### src/rtl/video_timing_gen.sv
// Raster timing generator feeding pixel_generator and the TMDS encoder.
// Optional frame counter output enabled by defining VTG_FRAME_COUNT_EN.
//
// state | meaning
// LOAD  | latch timing ports into shadow registers, outputs blanked
// CHECK | validate shadow timing; RUN if sane, else flag o_err and reload
// RUN   | scan hcount/vcount with shadow timing until the last pixel of the frame

module video_timing_gen #(
  parameter int HW  = 12,
  parameter int VW  = 12,
  parameter int BPP = 12
) (
  input  logic           i_pixclk,
  input  logic           i_reset,
  input  logic [HW-1:0]  i_hm_width,
  input  logic [HW-1:0]  i_hm_porch,
  input  logic [HW-1:0]  i_hm_synch,
  input  logic [HW-1:0]  i_hm_raw,
  input  logic [VW-1:0]  i_vm_height,
  input  logic [VW-1:0]  i_vm_porch,
  input  logic [VW-1:0]  i_vm_synch,
  input  logic [VW-1:0]  i_vm_raw,
  input  logic [BPP-1:0] i_pixel,
  output logic           o_rd,
  output logic           o_newline,
  output logic           o_newframe,
  output logic           o_de,
  output logic           o_hsync,
  output logic           o_vsync,
  output logic [BPP-1:0] o_pixel,
`ifdef VTG_FRAME_COUNT_EN
  output logic [15:0]    o_frame_count,
`endif
  output logic           o_err
);

  typedef enum logic [1:0] {S_LOAD, S_CHECK, S_RUN} state_t;

  localparam logic [HW-1:0] H_ONE = 1;
  localparam logic [VW-1:0] V_ONE = 1;

  state_t        state_q, state_d;
  logic [HW-1:0] hw_q, hw_d, hp_q, hp_d, hs_q, hs_d, hr_q, hr_d;
  logic [VW-1:0] vh_q, vh_d, vp_q, vp_d, vs_q, vs_d, vr_q, vr_d;
  logic [HW-1:0] hcount_q, hcount_d;
  logic [VW-1:0] vcount_q, vcount_d;
  logic          err_q, err_d;
  logic          rd_q, rd_d, newline_q, newline_d, newframe_q, newframe_d;
  logic          hsync_pos_q, hsync_pos_d, vsync_pos_q, vsync_pos_d;
  logic          de_q, de_d, hsync_q, hsync_d, vsync_q, vsync_d;
  logic          cfg_ok, run_d;

  always_comb begin
    cfg_ok = (hw_q != '0) && (hw_q <= hp_q) && (hp_q < hs_q) && (hs_q < hr_q) &&
             (vh_q != '0) && (vh_q <= vp_q) && (vp_q < vs_q) && (vs_q < vr_q);

    state_d  = state_q;
    hw_d     = hw_q;
    hp_d     = hp_q;
    hs_d     = hs_q;
    hr_d     = hr_q;
    vh_d     = vh_q;
    vp_d     = vp_q;
    vs_d     = vs_q;
    vr_d     = vr_q;
    hcount_d = hcount_q;
    vcount_d = vcount_q;
    err_d    = err_q;

    case (state_q)
      S_LOAD: begin
        hw_d     = i_hm_width;
        hp_d     = i_hm_porch;
        hs_d     = i_hm_synch;
        hr_d     = i_hm_raw;
        vh_d     = i_vm_height;
        vp_d     = i_vm_porch;
        vs_d     = i_vm_synch;
        vr_d     = i_vm_raw;
        hcount_d = '0;
        vcount_d = '0;
        state_d  = S_CHECK;
      end
      S_CHECK: begin
        hcount_d = '0;
        vcount_d = '0;
        if (cfg_ok) begin
          err_d   = 1'b0;
          state_d = S_RUN;
        end else begin
          err_d   = 1'b1;
          state_d = S_LOAD;
        end
      end
      S_RUN: begin
        if (hcount_q == hr_q - H_ONE) begin
          hcount_d = '0;
          if (vcount_q == vr_q - V_ONE) begin
            vcount_d = '0;
            state_d  = S_LOAD;
          end else begin
            vcount_d = vcount_q + V_ONE;
          end
        end else begin
          hcount_d = hcount_q + H_ONE;
        end
      end
      default: state_d = S_LOAD;
    endcase

    // Strobes are computed from the next position so the registered
    // outputs line up with the position held in hcount_q/vcount_q.
    run_d       = (state_d == S_RUN);
    rd_d        = run_d && (hcount_d < hw_q) && (vcount_d < vh_q);
    newline_d   = run_d && (hcount_d == hr_q - H_ONE);
    newframe_d  = newline_d && (vcount_d == vr_q - V_ONE);
    hsync_pos_d = !(run_d && (hcount_d >= hp_q) && (hcount_d < hs_q));
    vsync_pos_d = !(run_d && (vcount_d >= vp_q) && (vcount_d < vs_q));

    // One-cycle delay matches the registered pixel from pixel_generator.
    de_d    = rd_q;
    hsync_d = hsync_pos_q;
    vsync_d = vsync_pos_q;
  end

  always_ff @(posedge i_pixclk) begin
    if (i_reset) begin
      state_q     <= S_LOAD;
      hw_q        <= '0;
      hp_q        <= '0;
      hs_q        <= '0;
      hr_q        <= '0;
      vh_q        <= '0;
      vp_q        <= '0;
      vs_q        <= '0;
      vr_q        <= '0;
      hcount_q    <= '0;
      vcount_q    <= '0;
      err_q       <= 1'b0;
      rd_q        <= 1'b0;
      newline_q   <= 1'b0;
      newframe_q  <= 1'b0;
      hsync_pos_q <= 1'b1;
      vsync_pos_q <= 1'b1;
      de_q        <= 1'b0;
      hsync_q     <= 1'b1;
      vsync_q     <= 1'b1;
    end else begin
      state_q     <= state_d;
      hw_q        <= hw_d;
      hp_q        <= hp_d;
      hs_q        <= hs_d;
      hr_q        <= hr_d;
      vh_q        <= vh_d;
      vp_q        <= vp_d;
      vs_q        <= vs_d;
      vr_q        <= vr_d;
      hcount_q    <= hcount_d;
      vcount_q    <= vcount_d;
      err_q       <= err_d;
      rd_q        <= rd_d;
      newline_q   <= newline_d;
      newframe_q  <= newframe_d;
      hsync_pos_q <= hsync_pos_d;
      vsync_pos_q <= vsync_pos_d;
      de_q        <= de_d;
      hsync_q     <= hsync_d;
      vsync_q     <= vsync_d;
    end
  end

`ifdef VTG_FRAME_COUNT_EN
  logic [15:0] frame_count_q, frame_count_d;

  always_comb frame_count_d = frame_count_q + {15'd0, newframe_q};

  always_ff @(posedge i_pixclk) begin
    if (i_reset) frame_count_q <= '0;
    else         frame_count_q <= frame_count_d;
  end

  assign o_frame_count = frame_count_q;
`endif

  assign o_rd       = rd_q;
  assign o_newline  = newline_q;
  assign o_newframe = newframe_q;
  assign o_de       = de_q;
  assign o_hsync    = hsync_q;
  assign o_vsync    = vsync_q;
  assign o_pixel    = de_q ? i_pixel : '0;
  assign o_err      = err_q;

endmodule

### config.mk
export PLATFORM = sky130hd
export DESIGN_NAME = video_timing_gen
export DESIGN_NICKNAME = d
export VERILOG_FILES = /design/src/rtl/video_timing_gen.sv
export SDC_FILE = /design/constraint.sdc
export NUM_CORES = 1
export LEC_CHECK = 0
export BUFFER_PORTS_ARGS = -buffer_cell sky130_fd_sc_hd__buf_2
export CORE_UTILIZATION = 40
export DETAILED_ROUTE_END_ITERATION = 10
export PLACE_DENSITY = 0.69
export SLEW_MARGIN = 5
export SYNTH_ARGS = -nofsm -noshare
export SYNTH_HDL_FRONTEND = slang
export SYNTH_SLANG_ARGS = --single-unit
### constraint.sdc
create_clock -name i_pixclk -period 5.6 [get_ports i_pixclk]
set_input_delay 1.12 -clock i_pixclk [delete_from_list [all_inputs] [get_ports i_pixclk]]
set_output_delay 1.12 -clock i_pixclk [all_outputs]
set_load 0.1 [all_outputs]
# Word level (Yosys, flattened, before mapping)
# Index checks and enable logic that the tools add are counted.
# word_totals
ff_bits,131
latch_bits,0
ramBits,0
romBits,0
inputBits,110
output_inout_bits,19
elab_cells,75
mem_count,0
# op_classes
add_sub_neg,4
n_mul,0
div_mod_pow,0
magnitude_cmp,12
eq_ne,7
shift,0
muxes,11
bitwise_logic,0
reduce_logical,21
# ops
op,n
< comparator 12 bit,8
equality test 12 bit,4
2-to-1 mux 12 bit,4
case mux 12 bit (2 select lines),2
adder 12 x 1 -> 12 bit (second input constant),2
greater-or-equal comparator 12 bit,2
<= comparator 12 bit,2
nonzero test 12 bit,2
subtractor 12 x 1 -> 12 bit (second input constant),2
logical AND 1 bit,15
2-to-1 mux 2 bit,3
case mux 2 bit (3 select lines),1
equality test 2 bit (second input constant),2
equality test 2 x 1 -> 1 bit (second input constant),1
zero test 1 bit,2
zero test 2 bit,1
OR reduction 2 bit,1
2-to-1 mux 1 bit,1

# Longest topological paths before layout
# Gate-level depths: netlist (run 1).
# logic_depth
ltp_word,14
mapped_depth,26
ltp_nobuf,22

# Worst setup path before layout (run 1)
# No wires, ideal clock.
# synth_path
kind,reg2reg
start,register hr_q[0]
end,"register hsync_pos_q, in the netlist hsync_d"
setup_ns,0.062
t_arrival_ns,4.564
required_ns,5.538
path_slack_ns,0.974
path_stages_with_launch,23
n_path_buf,4
period_less_slack_ns,4.626
cell_sequence,dfxtp_1 clkbuf_1 inv_1 ha_1 clkbuf_1 xor3_1 nor3_1 and4b_1 o2111ai_1 o41ai_2 clkbuf_1 clkbuf_1 nor2_1 ha_1 a21o_1 a21o_1 a21o_1 a21o_1 a21oi_1 o21ai_0 a31oi_1 o21ai_0 nand3_1
# synth_via
elab_cells_between_ends,19
classes_between,add/sub: 1; order compare: 3; eq/ne: 2; mux: 5; reduce/logical: 8
# synth_rtl
item,line_no,rtl
start: declaration,44,"logic [HW-1:0] hw_q, hw_d, hp_q, hp_d, hs_q, hs_d, hr_q, hr_d;"
start signal: assignment,154,hr_q <= hr_d;
subtractor 12 x 1 -> 12 bit *,97,if (hcount_q == hr_q - H_ONE) begin
equality test 12 bit *,97,
2-to-1 mux 12 bit *,97,
case mux 12 bit (2 select lines) *,71,case (state_q)
named net hcount_d[1],46,"logic [HW-1:0] hcount_q, hcount_d;"
greater-or-equal comparator 12 bit,118,hsync_pos_d = !(run_d && (hcount_d >= hp_q) && (hcount_d < hs_q));
logical AND 1 bit,118,
logical AND 1 bit *,118,
zero test 1 bit *,118,
end signal: assignment,165,hsync_pos_q <= hsync_pos_d;
end: declaration,50,"logic hsync_pos_q, hsync_pos_d, vsync_pos_q, vsync_pos_d;"
# Mark *: on every way through the listed nets, which the timed path passes. The rest lies on a longest branch.
# A chain may end at the register's enable or synchronous reset.

# Final worst setup path (run 1)
# layout_path
start,register hr_q[0]
end,"register rd_q, in the netlist o_rd"
# layout_via
elab_cells_between_ends,20
classes_between,add/sub: 1; order compare: 3; eq/ne: 2; mux: 7; reduce/logical: 7
# layout_rtl
item,line_no,rtl
subtractor 12 x 1 -> 12 bit,97,
equality test 12 bit,97,
2-to-1 mux 12 bit,97,
case mux 12 bit (2 select lines),71,
named net vcount_d[7],47,"logic [VW-1:0] vcount_q, vcount_d;"
< comparator 12 bit,115,rd_d = run_d && (hcount_d < hw_q) && (vcount_d < vh_q);
logical AND 1 bit,115,
end signal: assignment,162,rd_q <= rd_d;
end: declaration,49,"logic rd_q, rd_d, newline_q, newline_d, newframe_q, newframe_d;"
# The timed path passes the listed nets, and every way through them passes these cells.

==> run_results.csv, run 1 <==
group,metric,value,unit
cts,tritoncts,"done",
cts,postCtsHoldBufs,0,
finish,stdcell_count,1744,
sta,fmax,195,MHz
place,dp.cells,1712,
route,drc,0,
cts,cts-root-buf,"clkbuf_16",
global_routing,grt_antenna_before_repair,0,
route,vias_per_cell,5.53,
route,dr.pass1.iters,8,
sta,skew,0.0128,ns
floorplan,coreArea,0.0246,sq mm
synth,synth-seq-cells,131,
sta,worstMarginPinSlew,1.08,ns
cts,htreeDepth,4,
synth,synthFlopType,"dfxtp_1",
floorplan,ios,129,
global_routing,grt_overflow,0,
route,drt-initial-drc-count,626,
synth,synth_edf_count,0,
finish,fin_util,47.4,%
sta,timing.final.crit_share,91.4,%
sta,slew-limit-headroom,28.0,%
cts,cts_buffers,17,
finish,final_common_cell,"nand2_1",
place,gp_congestion,0.948,
hold_path,hp-class,"reg -> reg",
sta,hold_viol,0,
finish,area_delta_synth_final,15.0,%
setup_path,path_class,"reg -> reg",
power,leakagePower,5.09,nW
cts,post_cts_buffers,0,
cts,path_clk_slew,0.07,ns
place,portBuffers,128,
floorplan,die_w,161,um
cts,insertion_delay,0.42,ns
finish,nNetsFinal,1657,
setup_path,path_max_fanout,11,
sta,tns,0,ns
global_routing,track_usage,23.8,%
cts,cts_resized,0,
cts,clk_path_buf_depth,2,
floorplan,start_util,41.2,%
sta,rsz0062_at_grt,"no",
synth,yosysUniqueCellTypes,79,
run_status,status,"finished clean",
floorplan,rows,57,
job,maxCapViolCount,0,
route,wl,30.3,mm
finish,diodes,0,
setup_path,crit_path_end_kind,"flip-flop",
global_routing,first_global_vias,9143,
global_routing,grt_max_degree,87,
synth,ys_seq_area_share,25.9,%
synth,synth_fp_nets,1568,
synth,syn_avg_cell_area,7.69,sq um
route,ant_nets,0,
route,via_count,9648,
cts,clock_sinks,131,
sta,setup_viol,0,
finish,drive_gt1_share,13.9,%
floorplan,dieArea,0.0260,sq mm
power,pwr_density_cell,261,mW/mm^2
synth,async_flop_share,0,%
sta,period_needed,5.12,ns
synth,syn_inst,1318,
setup_path,r2r_setup_slack,0.48,ns
route,routedWlPerCell,17.4,um
sta,drv_slew,0,
floorplan,die_height,161,um
setup_path,required,5.96,ns
finish,layout_common_cells,"nand2_1 (244), a21oi_1 (140), ha_1 (140)",
global_routing,grt_pass1_wl,48.5,mm
power,peakVddDrop,0.126,mV
sta,setup_ws,0.482,ns
setup_path,worstPathArrival,5.48,ns
synth,synth_area,0.0101,sq mm
synth,yosys_warnings,0,
place,place_hpwl,23.8,mm
setup_path,cp-start-kind,"flip-flop",
place,place_ws,0.381,ns
[power breakdown]
part / internal, W / switching [W] / leakage (nW)
logic: 0.000311 / 0.000454 / 3.72
clock network: 0.000721 / 0.000476 / 0.300
registers: 0.000991 / 0.0000839 / 1.08
total: 0.00202 / 0.00101 / 5.09
[cell usage after synthesis (4+ instances only)]
library cell,instances,share of area (%)
a2111oi_0,5,0.43
a211oi_1,7,0.52
a21boi_0,4,0.30
a21o_1,24,1.8
a21oi_1,140,6.9
a221oi_1,7,0.60
a22oi_1,5,0.37
a31oi_1,8,0.49
and2_1,20,1.2
and3_1,8,0.49
and4_1,8,0.69
buf_1,6,0.22
clkbuf_1,60,2.2
dfxtp_1,131,26
ha_1,140,17
inv_1,98,3.6
mux2i_1,5,0.49
nand2_1,244,9.0
nand2b_1,10,0.62
nand3_1,34,1.7
nand4_1,28,1.7
nor2_1,48,1.8
nor2b_1,22,1.4
nor3_1,32,1.6
nor4_1,18,1.1
o2111ai_1,7,0.60
o211ai_1,9,0.67
o21a_1,5,0.37
o21ai_0,29,1.4
o31a_1,4,0.35
o31ai_1,5,0.37
or2_2,8,0.49
or3_1,9,0.56
or4_1,8,0.59
xnor2_1,38,3.3
xnor3_1,7,1.6
xor2_1,15,1.3
[worst paths after layout]
path                         start                     to  cells past startpoint
max           hr_q[0]$_SDFFE_PP0N_        o_rd$_SDFF_PP0_                     17
min          hp_q[11]$_SDFFE_PP0N_  hp_q[11]$_SDFFE_PP0N_                      2
max reg2reg   hr_q[0]$_SDFFE_PP0N_        o_rd$_SDFF_PP0_                     17
min reg2reg  hp_q[11]$_SDFFE_PP0N_  hp_q[11]$_SDFFE_PP0N_                      2
[per-layer routing]
metal	GRT usage (%)	vias up	share of wire [%]
li1	-	4845	-
met1	33.1	4446	48
met2	36.6	304	44
met3	4.03	53	4.9
met4	8.92	0	3.0
met5	0	-	0
[sequential cells by signal, summed over array words and instances, names as in the netlist]
| name | cells |
|---|---|
| hcount_q | 12 |
| hp_q | 12 |
| hr_q | 12 |
| hs_q | 12 |
| hsync_d | 1 |
| hw_q | 12 |
| o_de | 1 |
| o_err | 1 |
| o_hsync | 1 |
| o_newframe | 1 |
| o_newline | 1 |
| o_rd | 1 |
| o_vsync | 1 |
| state_q | 2 |
| vcount_q | 12 |
| vh_q | 12 |
| vp_q | 12 |
| vr_q | 12 |
| vs_q | 12 |
| vsync_d | 1 |
[critical path: stages, from the launching register on]
cell	delay (ns)
dfxtp_1	0.51
inv_1	0.08
ha_1	0.33
xor3_1	0.38
nor3_1	0.26
and4b_1	0.24
o2111ai_2	0.25
or3_1	0.55
or4_1	0.49
mux2i_1	0.24
and2_1	0.30
ha_1	0.29
nand4_1	0.14
nor3_1	0.07
a2111oi_0	0.42
o2111ai_1	0.17
nor2_1	0.12
and4_1	0.19
[cell type report]
type                       count  area (sq um)
fill                        2467         12900
multi-input combinational   1019          6910
sequential                   131          2620
timing repair buffer         140           733
clock buffer                  19           443
tap                          324           405
inverter                      98           368
clock inverter                13           171
[cells by family after synthesis]
kind of cell | Yosys count | share of synthesized area (%)
flops | 131 | 25.9
simple gates | 515 | 24.7
mux | 7 | 0.716
fa+ha+maj | 140 | 17.3
compound gates | 296 | 18.7
xor+xnor | 61 | 6.37
buf+inv | 168 | 6.33
[through the flow]
step	total power, W	hold WS, ns	cell area (sq um)
after global placement	0.00183	0.468	11000
after CTS	0.00305	0.485	11600
after global routing	0.00320	0.491	11700
after floorplan	0.00162	0.389	10100
after detailed placement	0.00185	0.476	11000
final	0.00304	0.484	11700
Power figures use the tool's default switching activity.
==> run 2, diff against run 1 <==
- ABC_AREA: default -> 1
- PLACE_DENSITY: 0.69 -> 0.67
- clock period: 5.6 -> 4.96 ns (I/O delays scaled with it)
==> run_results.csv, run 2 <==
group,metric,value,unit
sta,tns,0,ns
synth,synth_area,0.0100,sq mm
setup_path,critical_path_buf_inv_count,3,
finish,stdcell_area,0.0115,sq mm
place,gp_congestion,0.964,
setup_path,path_class,"reg -> reg",
finish,nNetsFinal,1847,
setup_path,cp-start-kind,"flip-flop",
sta,slew-limit-headroom,31.1,%
synth,synthTopCellsByArea,"dfxtp_1 (26%), ha_1 (17%), nand2_1 (12%)",
place,portBuffers,128,
hold_path,min_to,"o_vsync$_SDFF_PP1_",
synth,synth_top_area_share,26.2,%
sta,drv_slew,0,
global_routing,grt_overflow,0,
cts,clk_path_buf_depth,2,
hold_path,hold_depth,1,
setup_path,path_max_fanout,13,
job,maxCapViolCount,0,
global_routing,grt_pass1_wl,48.8,mm
cts,cts_resized,0,
cts,postCtsHoldBufs,0,
synth,syn_avg_cell_area,6.73,sq um
synth,synth_edf_count,0,
setup_path,cpPeakStageDelay,0.34,ns
synth,yosys_warnings,0,
place,place_hpwl,24.5,mm
setup_path,required,5.31,ns
sta,rsz0062_at_grt,"no",
global_routing,grt_max_degree,99,
cts,tritoncts,"done",
floorplan,ios,129,
synth,synth_fp_nets,1740,
synth,ys_seq_area_share,26.2,%
place,place_ws,1.20,ns
place,dpl-instance-area,0.0109,sq mm
global_routing,first_global_vias,9601,
sta,timing.final.crit_share,76.5,%
synth,synth-seq-cells,131,
route,ant_nets,0,
hold_path,worstHoldStart,"vsync_d$_SDFF_PP1_",
synth,async_flop_share,0,%
floorplan,start_util,41.0,%
route,drt-initial-drc-count,817,
floorplan,rows,57,
sta,hold_viol,0,
route,vias_per_cell,5.27,
setup_path,cpLargestDelayFamily,"simple AND/OR/NAND/NOR gates",
cts,post_cts_buffers,0,
cts,path_clk_slew,0.06,ns
synth,yosys.area.top_type,"dfxtp_1",
power,peakVddDrop,0.196,mV
setup_path,crit_top_cell,"nand2_1",
sta,period_needed,3.80,ns
sta,setup_viol,0,
cts,htreeDepth,4,
finish,drive_gt1_share,13.3,%
setup_path,ff2ff_path_depth,24,
route,dr.pass1.iters,6,
synth,syn_inst,1490,
power,leakagePower,5.80,nW
hold_path,hp-class,"reg -> reg",
sta,skew,0.0121,ns
synth,yosysMostFrequentCell,"nand2_1",
route,via_count,10201,
power,pwr_density_cell,299,mW/mm^2
cts,cts_buffers,17,
global_routing,track_usage,24.0,%
floorplan,dieArea,0.0257,sq mm
cts,clock_sinks,131,
place,dp.cells,1902,
sta,worstMarginPinSlew,1.03,ns
floorplan,coreArea,0.0245,sq mm
finish,layout_common_cells,"nand2_1 (324), inv_1 (204), a21oi_1 (161)",
floorplan,die_height,160,um
setup_path,worstPathArrival,4.15,ns
route,routedWlPerCell,16.0,um
finish,final_common_cell,"nand2_1",
run_status,status,"finished clean",
setup_path,path_cells,"inv_2 > ha_1 > nand2_2 > nor2_1 > nand3_1 > nand3_1 > nand2_1 > nor2_1 > nand2_1 > nor2_4 > inv_2 > nand2_1 > nand3_2 > nand2_1 > ha_1 > nand2_1 > inv_1 > nand2_1 > a21boi_0 > a2111oi_0 > o221ai_1 > nor2_1 > nand2_1 > a21oi_1",
sta,setup_ws,1.16,ns
finish,fin_util,47.1,%
floorplan,die_w,160,um
setup_path,crit_path_end_kind,"flip-flop",
finish,stdcell_count,1934,
setup_path,worst_r2r_endpoint,"o_rd$_SDFF_PP0_",
synth,synthFlopType,"dfxtp_1",
cts,cts-root-buf,"clkbuf_16",
route,wl,30.9,mm
synth,yosysUniqueCellTypes,44,
route,drc,0,
sta,fmax,263,MHz
finish,area_delta_synth_final,14.8,%
synth,synth_common_cells,"nand2_1 (324), inv_1 (206), a21oi_1 (161)",
cts,insertion_delay,0.43,ns
setup_path,r2r_setup_slack,1.16,ns
setup_path,cpMaxStageDelayCell,"ha_1",
setup_path,rr_startpoint,"hr_q[0]$_SDFFE_PP0N_",
global_routing,grt_antenna_before_repair,1,
run 2: cell types whose count changed in the layout (fill, tap and decap cells not counted), moves of 21 or more:
cell	before	now
a21o_1	24	1
a21oi_1	140	161
inv_1	98	204
nand2_1	244	324
nand3_1	34	117
nor2_1	47	93
nor2b_1	22	0
o21ai_0	28	114
xnor2_1	38	1
run 2: area by class of cell:
class | instances | area, sq um
Clock buffer | 23 | 468
Timing Repair Buffer | 132 | 683
Clock inverter | 8 | 104
Multi-Input combinational cell | 1100 | 6410
Sequential cell | 131 | 2620
Fill cell | 2538 | 13000
Inverter | 215 | 811
Tap cell | 324 | 405
Antenna cell | 1 | 2.50
run 2: worst max-delay path by stage:
stage	startpoint	end	slack, ns	cells after the start
finish	hr_q[0]$_SDFFE_PP0N_	o_rd$_SDFF_PP0_	1.16	24
global route	hr_q[0]$_SDFFE_PP0N_	o_rd$_SDFF_PP0_	0.69	22
CTS	hr_q[0]$_SDFFE_PP0N_	o_rd$_SDFF_PP0_	1.18	22
detailed placement	hr_q[0]$_SDFFE_PP0N_	o_rd$_SDFF_PP0_	1.20	22
global placement	hr_q[0]$_SDFFE_PP0N_	o_rd$_SDFF_PP0_	1.29	22
floorplan	hr_q[0]$_SDFFE_PP0N_	o_rd$_SDFF_PP0_	1.83	22
run 2: cell families (layout without fill, tap and decap cells):
group / Yosys count / after routing / share of synthesized area [%]
AND/OR/NAND/NOR: 633 / 633 / 28.6
AO/OA/AOI/OAI: 311 / 311 / 16.5
buffers and inverters: 259 / 378 / 9.86
adder cells (fa/ha/maj): 140 / 140 / 17.5
flip-flops: 131 / 131 / 26.2
XOR/XNOR: 16 / 16 / 1.40
other: 0 / 1 / 0
run 2: per-stage QoR:
| step | hold WS [ns] | power [W] |
|---|---|---|
| global placement | 0.410 | 0.00216 |
| detailed placement | 0.410 | 0.00218 |
| global route | 0.443 | 0.00363 |
| floorplan | 0.389 | 0.00190 |
| CTS | 0.424 | 0.00344 |
| finish | 0.419 | 0.00344 |
run 2: worst reg2reg max path, stage by stage, from the launching register on:
cell	delay, ns
dfxtp_1	0.33
inv_2	0.14
ha_1	0.34
nand2_2	0.14
nor2_1	0.19
nand3_1	0.09
nand3_1	0.12
nand2_1	0.08
nor2_1	0.09
nand2_1	0.09
nor2_4	0.32
inv_2	0.12
nand2_1	0.09
nand3_2	0.09
nand2_1	0.20
ha_1	0.29
nand2_1	0.07
inv_1	0.05
nand2_1	0.05
a21boi_0	0.08
a2111oi_0	0.27
o221ai_1	0.18
nor2_1	0.12
nand2_1	0.06
a21oi_1	0.10
run 2: power breakdown:
| group | internal, W | switching [W] | leakage [nW] |
|---|---|---|---|
| registers | 0.00114 | 0.0000680 | 1.08 |
| logic | 0.000331 | 0.000637 | 4.44 |
| clock network | 0.000765 | 0.000505 | 0.277 |
| total | 0.00223 | 0.00121 | 5.80 |
run 2: per-layer routing:
metal,global-route usage (%),wire (um)
met1,33.9,15200
met2,36.8,13100
met3,3.77,1760
met4,8.92,774
met5,0,0
